**src/rtl/sad_search_sequencer_pkg.sv**
```systemverilog
// Shared types and constants for the SAD search sequencer and its best-SAD tracker.
package sad_search_sequencer_pkg;

    typedef enum logic [1:0] {
        S_IDLE,
        S_ISSUE,
        S_DRAIN,
        S_DONE
    } state_t;

    localparam int SAD_W = 12;
    localparam logic [SAD_W-1:0] SAD_INIT = 12'hFFF;

    localparam int DEF_FRAME_W      = 64;
    localparam int DEF_FRAME_H      = 64;
    localparam int DEF_BLK          = 4;
    localparam int DEF_COORD_W      = 6;
    localparam int DEF_MAX_INFLIGHT = 7;

endpackage

```
**src/rtl/sad_search_sequencer_best_tracker.sv**
```systemverilog
// Running minimum of returned SAD values and the coordinates that produced it.
module sad_best_tracker
    import sad_search_sequencer_pkg::*;
#(
    parameter int COORD_W = DEF_COORD_W
) (
    input  logic               clk,
    input  logic               rst_n,
    input  logic               clear,
    input  logic               update,
    input  logic [SAD_W-1:0]   sad,
    input  logic [COORD_W-1:0] x,
    input  logic [COORD_W-1:0] y,
    output logic [SAD_W-1:0]   best_sad,
    output logic [COORD_W-1:0] best_x,
    output logic [COORD_W-1:0] best_y
);

    // Strict less-than keeps the earliest raster candidate on a tie.
    always_ff @(posedge clk) begin
        if (!rst_n || clear) begin
            best_sad <= SAD_INIT;
            best_x   <= '0;
            best_y   <= '0;
        end else if (update && (sad < best_sad)) begin
            best_sad <= sad;
            best_x   <= x;
            best_y   <= y;
        end
    end

endmodule

```
**src/rtl/sad_search_sequencer.sv**
```systemverilog
// Raster-order candidate issue, in-flight tracking and minimum-SAD search control.
// Optional feature: define SAD_EARLY_EXIT_EN to stop issuing after an exact (zero) match.
module sad_search_sequencer
    import sad_search_sequencer_pkg::*;
#(
    parameter int FRAME_W      = DEF_FRAME_W,
    parameter int FRAME_H      = DEF_FRAME_H,
    parameter int BLK          = DEF_BLK,
    parameter int COORD_W      = DEF_COORD_W,
    parameter int MAX_INFLIGHT = DEF_MAX_INFLIGHT
) (
    input  logic               Clk,
    input  logic               Reset,
    input  logic               Start,
    input  logic               Stall,
    output logic               CandValid,
    output logic [COORD_W-1:0] CandX,
    output logic [COORD_W-1:0] CandY,
    input  logic               SadValid,
    input  logic [SAD_W-1:0]   SadIn,
    input  logic [COORD_W-1:0] SadX,
    input  logic [COORD_W-1:0] SadY,
    output logic               Busy,
    output logic               Done,
    output logic [SAD_W-1:0]   BestSad,
    output logic [COORD_W-1:0] BestX,
    output logic [COORD_W-1:0] BestY,
    output logic               Err
);

    localparam int INF_W = $clog2(MAX_INFLIGHT + 1);
    localparam logic [COORD_W-1:0] LAST_X  = COORD_W'(FRAME_W - BLK);
    localparam logic [COORD_W-1:0] LAST_Y  = COORD_W'(FRAME_H - BLK);
    localparam logic [INF_W-1:0]   INF_MAX = INF_W'(MAX_INFLIGHT);

    state_t             state, state_next;
    logic [COORD_W-1:0] pos_x, pos_y;
    logic [INF_W-1:0]   inflight;
    logic               quiet;
    logic               accept_start, in_search, sad_accept, sad_bad;
    logic               early_hit, issue, last_pos;

    // quiet is set by reset so results from an aborted search are dropped without flagging Err.
    always_comb begin
        accept_start = (state == S_IDLE) && Start;
        in_search    = (state == S_ISSUE) || (state == S_DRAIN);
        sad_accept   = SadValid && in_search && (inflight != '0);
        sad_bad      = SadValid && !sad_accept && !((state == S_IDLE) && quiet);
`ifdef SAD_EARLY_EXIT_EN
        early_hit    = sad_accept && (state == S_ISSUE) && (SadIn == '0);
`else
        early_hit    = 1'b0;
`endif
        issue        = (state == S_ISSUE) && !Stall && (inflight < INF_MAX) && !early_hit;
        last_pos     = (pos_x == LAST_X) && (pos_y == LAST_Y);
    end

    always_comb begin
        state_next = state;
        unique case (state)
            S_IDLE:  if (Start) state_next = S_ISSUE;
            S_ISSUE: if ((issue && last_pos) || early_hit) state_next = S_DRAIN;
            S_DRAIN: if (inflight == '0) state_next = S_DONE;
            S_DONE:  state_next = S_IDLE;
            default: state_next = S_IDLE;
        endcase
    end

    always_ff @(posedge Clk) begin
        if (!Reset) begin
            state     <= S_IDLE;
            pos_x     <= '0;
            pos_y     <= '0;
            inflight  <= '0;
            quiet     <= 1'b1;
            CandValid <= 1'b0;
            CandX     <= '0;
            CandY     <= '0;
            Busy      <= 1'b0;
            Done      <= 1'b0;
            Err       <= 1'b0;
        end else begin
            state     <= state_next;
            CandValid <= issue;
            Busy      <= (state_next == S_ISSUE) || (state_next == S_DRAIN);
            Done      <= (state_next == S_DONE);
            if (accept_start) begin
                pos_x <= '0;
                pos_y <= '0;
                quiet <= 1'b0;
                Err   <= 1'b0;
            end else begin
                if (sad_bad)
                    Err <= 1'b1;
                if (issue) begin
                    CandX <= pos_x;
                    CandY <= pos_y;
                    if (pos_x == LAST_X) begin
                        pos_x <= '0;
                        pos_y <= pos_y + COORD_W'(1);
                    end else begin
                        pos_x <= pos_x + COORD_W'(1);
                    end
                end
            end
            // An issue and a return in the same cycle cancel out.
            if (issue && !sad_accept)
                inflight <= inflight + INF_W'(1);
            else if (!issue && sad_accept)
                inflight <= inflight - INF_W'(1);
        end
    end

    sad_best_tracker #(
        .COORD_W (COORD_W)
    ) best_tracker (
        .clk      (Clk),
        .rst_n    (Reset),
        .clear    (accept_start),
        .update   (sad_accept),
        .sad      (SadIn),
        .x        (SadX),
        .y        (SadY),
        .best_sad (BestSad),
        .best_x   (BestX),
        .best_y   (BestY)
    );

endmodule

```
**config.mk**
```make
export PLATFORM = sky130hd
export DESIGN_NAME = sad_search_sequencer
export DESIGN_NICKNAME = d
export VERILOG_FILES = /design/src/rtl/sad_search_sequencer_pkg.sv /design/src/rtl/sad_search_sequencer_best_tracker.sv /design/src/rtl/sad_search_sequencer.sv
export SDC_FILE = /design/constraint.sdc
export NUM_CORES = 1
export LEC_CHECK = 0
export BUFFER_PORTS_ARGS = -buffer_cell sky130_fd_sc_hd__buf_2
export CAP_MARGIN = 20
export CELL_PAD_IN_SITES_DETAIL_PLACEMENT = 1
export CELL_PAD_IN_SITES_GLOBAL_PLACEMENT = 1
export CORE_ASPECT_RATIO = 1.25
export CORE_MARGIN = 2
export CORE_UTILIZATION = 36
export CTS_CLUSTER_DIAMETER = 120
export CTS_CLUSTER_SIZE = 8
export DETAILED_ROUTE_END_ITERATION = 8
export PLACE_DENSITY_LB_ADDON = 0.1
export SLEW_MARGIN = 10
export SYNTH_ARGS = -nofsm -noshare
export SYNTH_HDL_FRONTEND = slang
export SYNTH_SLANG_ARGS = --single-unit
```
**constraint.sdc**
```tcl
create_clock -name Clk -period 2.6 [get_ports Clk]
set_input_delay 0.26 -clock Clk [delete_from_list [all_inputs] [get_ports Clk]]
set_output_delay 0.26 -clock Clk [all_outputs]
set_load 0.01 [all_outputs]
```
======== Word level (Yosys, flattened, before mapping) ========
Cells that the tools add are included.
word-level totals
  register bits ........................... 58
  output and inout port bits .............. 40
  word-level logic and storage cells ...... 65
cells by class
  add/sub/neg operators ................... 4
  $lt $le $gt $ge ......................... 2
  eq/ne operators ......................... 8
  muxes and demuxes ....................... 7
  bitwise operators ....................... 2
  reductions and logical operators ........ 28
operators with widths
  kind                 number
  $logic_and 1x1->1    13
  $add 6x1->6 const B  2
  $eq 6x6->1 const B   2
  $lt 12x12->1         1
  $eq 2x2->1 const B   4
  $pmux 2 s4           1
  $mux 2               3
  $mux 3               2
  $mux 6               1
  $logic_not 1->1      5
  $eq 2x1->1 const B   2
  $reduce_and 2->1     2
  $add 3x1->3 const B  1
  $logic_not 3->1      1
  $logic_or 1x1->1     3
  $lt 3x3->1 const B   1
  $reduce_bool 3->1    1
  $sub 3x1->3 const B  1
  $logic_not 2->1      1
  $not 1->1            2
  $reduce_bool 2->1    1
  $reduce_or 2->1      1

======== Longest topological paths before layout ========
  depth after elaboration ................. 8
  depth in mapped cells ................... 11
  mapped depth without buffers ............ 9

======== Hierarchy ========
Synthesis repeated with hierarchy kept, for this count alone.
unflattened totals
  cells, all modules ...................... 326
  area, all modules ....................... 2927.8 µm²
by module, submodules not included
  module                times used  cells an instance  area each (µm²)  sequential area each (µm²)
  sad_search_sequencer  1           178                1647.8           680.7
  sad_best_tracker      1           148                1280.0           480.5

======== Worst setup path before layout ========
No wires, ideal clock.
  kind .................................... reg-to-reg
  start ................................... register state[1]
  end ..................................... register inflight[2]
  setup time .............................. 70 ps
  arrival time ............................ 2423 ps
  path slack .............................. 107 ps
  stages on the path, launching flop included .. 12
  path buffers ............................ 2
  clock period less this slack ............ 2493 ps
  cells stage by stage .................... dfxtp_1 -> inv_1 -> ha_1 -> and3b_1 -> clkbuf_1 -> buf_2 -> ha_1 -> inv_1 -> fa_1 -> xor2_1 -> or3_1 -> a21boi_1
on the way
  elaborated cells on any way between the ends .. 13
RTL lines
  item                              line                         RTL
  start: declaration                sad_search_sequencer.sv:36   state_t state, state_next;
  start signal: assignment          sad_search_sequencer.sv:83   state <= state_next;
  $eq 2x1->1 *                      sad_search_sequencer.sv:54   issue = (state == S_ISSUE) && !Stall && (inflight < INF_MAX) && !early_hit;
  $logic_and 1x1->1 * (2 in a row)  sad_search_sequencer.sv:54
  net issue                         sad_search_sequencer.sv:41   logic early_hit, issue, last_pos;
  $logic_not 1->1                   sad_search_sequencer.sv:109  else if (!issue && sad_accept)
  $logic_and 1x1->1                 sad_search_sequencer.sv:109
  $reduce_bool 2->1 (no line)       --
  end signal: assignment            sad_search_sequencer.sv:108  inflight <= inflight + INF_W'(1);
  end signal: assignment            sad_search_sequencer.sv:110  inflight <= inflight - INF_W'(1);
  end: declaration                  sad_search_sequencer.sv:38   logic [INF_W-1:0] inflight;
Mark *: on every way through the listed nets, which the timed path passes. The rest lies on a longest branch.
A chain may end at the register's enable or synchronous reset.

======== Worst setup path after layout ========
  start ................................... register inflight[0]
  end ..................................... register inflight[2]
on the way
  cells in the longest elaborated chain, start to end .. 5
  elaborated cells on any way between the ends .. 13
RTL lines
  item                                                          line
  $lt 3x3->1 / $reduce_bool 3->1 (equally long branches)        sad_search_sequencer.sv:54, sad_search_sequencer.sv:47
  $logic_and 1x1->1 (on tied branches)                          sad_search_sequencer.sv:54, sad_search_sequencer.sv:47
  $logic_not 1->1 (on tied branches)                            sad_search_sequencer.sv:109, sad_search_sequencer.sv:107
  $logic_and 1x1->1 (on tied branches)                          sad_search_sequencer.sv:109, sad_search_sequencer.sv:107
  $reduce_bool 2->1 (no line) / $mux 3 (equally long branches)  --
Parallel ways exist; a longest one is shown, timed or not. The select of a mux whose other input is x is not followed.

==> impl_summary.md <==
Synthesis
The most used flip-flop cell after synthesis is sky130_fd_sc_hd__dfxtp_1. Yosys attributes the largest share of cell area to sky130_fd_sc_hd__dfxtp_1 41%, sky130_fd_sc_hd__mux2i_1 9.6%, sky130_fd_sc_hd__ha_1 9.3%. By count the netlist is led by 58 x sky130_fd_sc_hd__dfxtp_1, 51 x sky130_fd_sc_hd__nand2_1, 38 x sky130_fd_sc_hd__nor2_1, 27 x sky130_fd_sc_hd__mux2i_1, 21 x sky130_fd_sc_hd__ha_1. The mapped netlist covers 2810 µm². Synthesis handed over a netlist of 316 instances. The async set or reset register ratio after synthesis is 0. The register area share after synthesis is 0.413.

The count of warnings emitted by yosys is 0. The number of different library cells used by synthesis comes to 36. The average cell area after synthesis is 8.90 µm².

The number of nets handed over by synthesis was 367. The number of flops mapped to enable cells by yosys is 0. The area share of the largest cell type after synthesis is 0.413. Summed over all instances, the cell type with the most area after synthesis is sky130_fd_sc_hd__dfxtp_1. The number of register bits inferred by synthesis is 58. The most repeated cell in the gate-level netlist after synthesis is sky130_fd_sc_hd__dfxtp_1.

Clock tree
The number of clock buffers added by TritonCTS is 9. Buffers inserted to repair hold after CTS numbered 0. TritonCTS built the clock tree. The total setup buffers inserted after CTS is 0.

The tree is rooted in a sky130_fd_sc_hd__clkbuf_8. The maximum level of the CTS H-tree is 3. The largest buffer count on any clock path is 2. The clock sink count is 58.

The post-cts resize count is 0. Clock latency on the worst-skew pair, taken at its later pin, is 0.33 ns. The register clock-pin slew on the reported worst setup and hold paths is 0.07 ns.

Status
The flow ran to the end, and the final reports show no timing, DRC or antenna violations.

Setup path
In this run the worst path has a maximum fanout of 4. On the worst path, the slowest cell contributes a delay of 0.51 ns. The critical path goes through or3_2, nand3_2, ha_1, inv_1, fa_1, xor2_1, or3_1, a21boi_1. The endpoint kind of the worst setup timing path is a flip-flop. The slowest stage cell on the critical path is sky130_fd_sc_hd__or3_2. STA classifies the critical path startpoint as a flip-flop. Data on the critical path is required at its endpoint by 2.86 ns.

The number of buffers and inverters on the critical path is 1. Data on the critical path arrives at its endpoint at 2.64 ns. The critical path is of the reg -> reg type. The dominant delay contributor by cell family on the critical path is simple AND/OR/NAND/NOR gates.

Floorplanning
The core region is 7700 µm². For this design the top-level I/O count stands at 69. The die height is 103 µm. The overall die width is 83.1 µm. The initial cell density of the core is 0.365. The standard-cell row count is 36. The die covers 8540 µm².

Layout
The net count of the finished layout is 436. The number of inserted diodes is 0. The filler cells instantiated in the layout total 945. Of the cells placed in the final design, the portion with a size suffix greater than 1 is 0.246.

From synthesis to final layout, the design area changed by 22.7%. Leaving out filler cells and counting taps, the final layout contains 485.

Timing
Dividing the final minimum period by the clock period gives 0.915. Setup violations remaining at the end of the flow were counted as 0. The post-route minimum period is 2.38 ns. For the pin with the worst max-slew slack, the measured transition is 0.546 ns.

In this run the tightest slew margin relative to its limit is 0.635. Setup repair after global routing left no endpoint under its margin. The setup skew after layout is 0.00679 ns. The final-report max-slew violation count was 0. The tightest hold path in the finished design has a slack of 0.165 ns.

For the final routed database, the setup TNS stands at 0 ns. Static timing analysis puts the maximum clock frequency at 420 MHz. The final number of hold-violating endpoints is 0. The worst setup margin is 0.221 ns.

Pwr
The analysis attributes to cell leakage a power of 0.00153 µW. For this design the ratio of total power to cell area is 792 nW/µm². VDD sags by at most 0.340 mV.

Routing
The iteration-0 DRC count of the detailed router is 38. The first detailed-routing pass ran for 4 iterations. The detail-routed via count per cell is 4.79. After detailed routing, the average wire length per cell comes to 13.0 µm.

Summing over every cut layer, the via total after detailed routing is 2324. The routed design has 6320 µm of wire. The detail route stage leaves a number of antenna-violating nets equal to 0.

In the routed design, unresolved DRC markers number 0.

Global routing
In the global route stage, overall resource usage came out at 0.156. The via count of the first global-routing pass is 2276. Entering global routing, the biggest net connects 33 pins. The aggregate global routing overflow is 0.

The initial antenna violation count was 0. The first-pass GRT wire length is 10600 µm.

Placement
The final weighted congestion of routability-driven global placement is 0.747. The number of buffers inserted by port buffering is 68. Summed over all nets, the half-perimeter wirelength after detailed placement is 4670 µm.

Counting tap cells, the placed design contains a total of 469 instances. Prior to clock tree synthesis, the placed netlist has a worst setup slack of 0.234 ns.

Worst hold path
The min-delay analysis places its worst path in the category in -> reg.

Run
The max-capacitance violation count is 0.
[cell type report]
cell class / instances / area [µm²] / area share
sequential: 58 / 1160 / 0.336
multi-input combinational: 226 / 1520 / 0.439
clock buffer: 12 / 155 / 0.0450
timing repair buffer: 72 / 383 / 0.111
inverter: 18 / 67.6 / 0.0196
clock inverter: 4 / 50.0 / 0.0145
tap: 95 / 119 / 0.0344
[power breakdown]
group          internal [µW]  switching (µW)
Clock                    494             366
Combinational            347             475
Sequential               983            67.5
[cells in the final DEF (no fill, tap or decap), drive strengths merged, types with 2 or more instances in the layout]
cell and n:
a21boi 14, a21oi 8, and2 7, buf 72, clkbuf 12, clkinvlp 2, dfxtp 58, ha 21
inv 18, mux2i 27, nand2 51, nand2b 3, nand3 19, nand4 6, nor2 38, nor2b 2
o21ai 8, or3 3, xnor2 3, xor2 8
[registers in the layout, indices dropped and copies added (netlist names), 2 cells and up]
register               cells
CandY                      6
inflight                   3
pos_x                      6
CandX                      6
state                      2
pos_y                      6
best_tracker.best_x        6
best_tracker.best_y        6
best_tracker.best_sad     12
[per-stage QoR]
stage	power, µW	util	instance area (µm²)
after global routing	2950	0.448	3450
after CTS	2790	0.448	3450
after global placement	1870	0.421	3250
after floorplan	1670	-	2810
final	2730	0.448	3450
after detailed placement	1910	0.421	3250
[worst reg2reg max path, delay by kind of cell (launching register included)]
kind,cells,cell delay [ns]
simple gates,3,0.95
fa+ha+maj,2,0.59
xor+xnor,1,0.19
buf+inv,1,0.06
compound gates,1,0.16
flops,1,0.36
[metal layers]
metal	vias to the layer above	track usage	share of wire
met1	1093	0.188	0.46
met2	42	0.266	0.48
met4	0	0.0643	0.017
met3	9	0.0432	0.044
li1	1180	-	-
met5	-	0	0
[kinds of logic (layout without fill, tap and decap cells)]
logic type                 after synthesis  count (layout)  synth area share
AOI/OAI and AO/OA                       34              34            0.0912
xor gates and xnor gates                11              11            0.0343
adders and majority gates               22              22             0.101
buffers and inverters                   32             106            0.0485
DFF                                     58              58             0.413
muxes                                   27              27            0.0961
and+or+nand+nor                        132             132             0.217
[final timing paths]
kind,start,cells after the start,slack [ns],end
setup / recovery,inflight[0]$_SDFFE_PN0P_,8,0.22,inflight[2]$_SDFFE_PN0P_
hold / removal,SadY[0],3,0.16,best_tracker.best_y[0]$_SDFFE_PP0P_
setup reg to reg,inflight[0]$_SDFFE_PN0P_,8,0.22,inflight[2]$_SDFFE_PN0P_
hold reg to reg,CandY[2]$_SDFFE_PN0P_,2,0.45,CandY[2]$_SDFFE_PN0P_
Power figures use the tool's default switching activity.
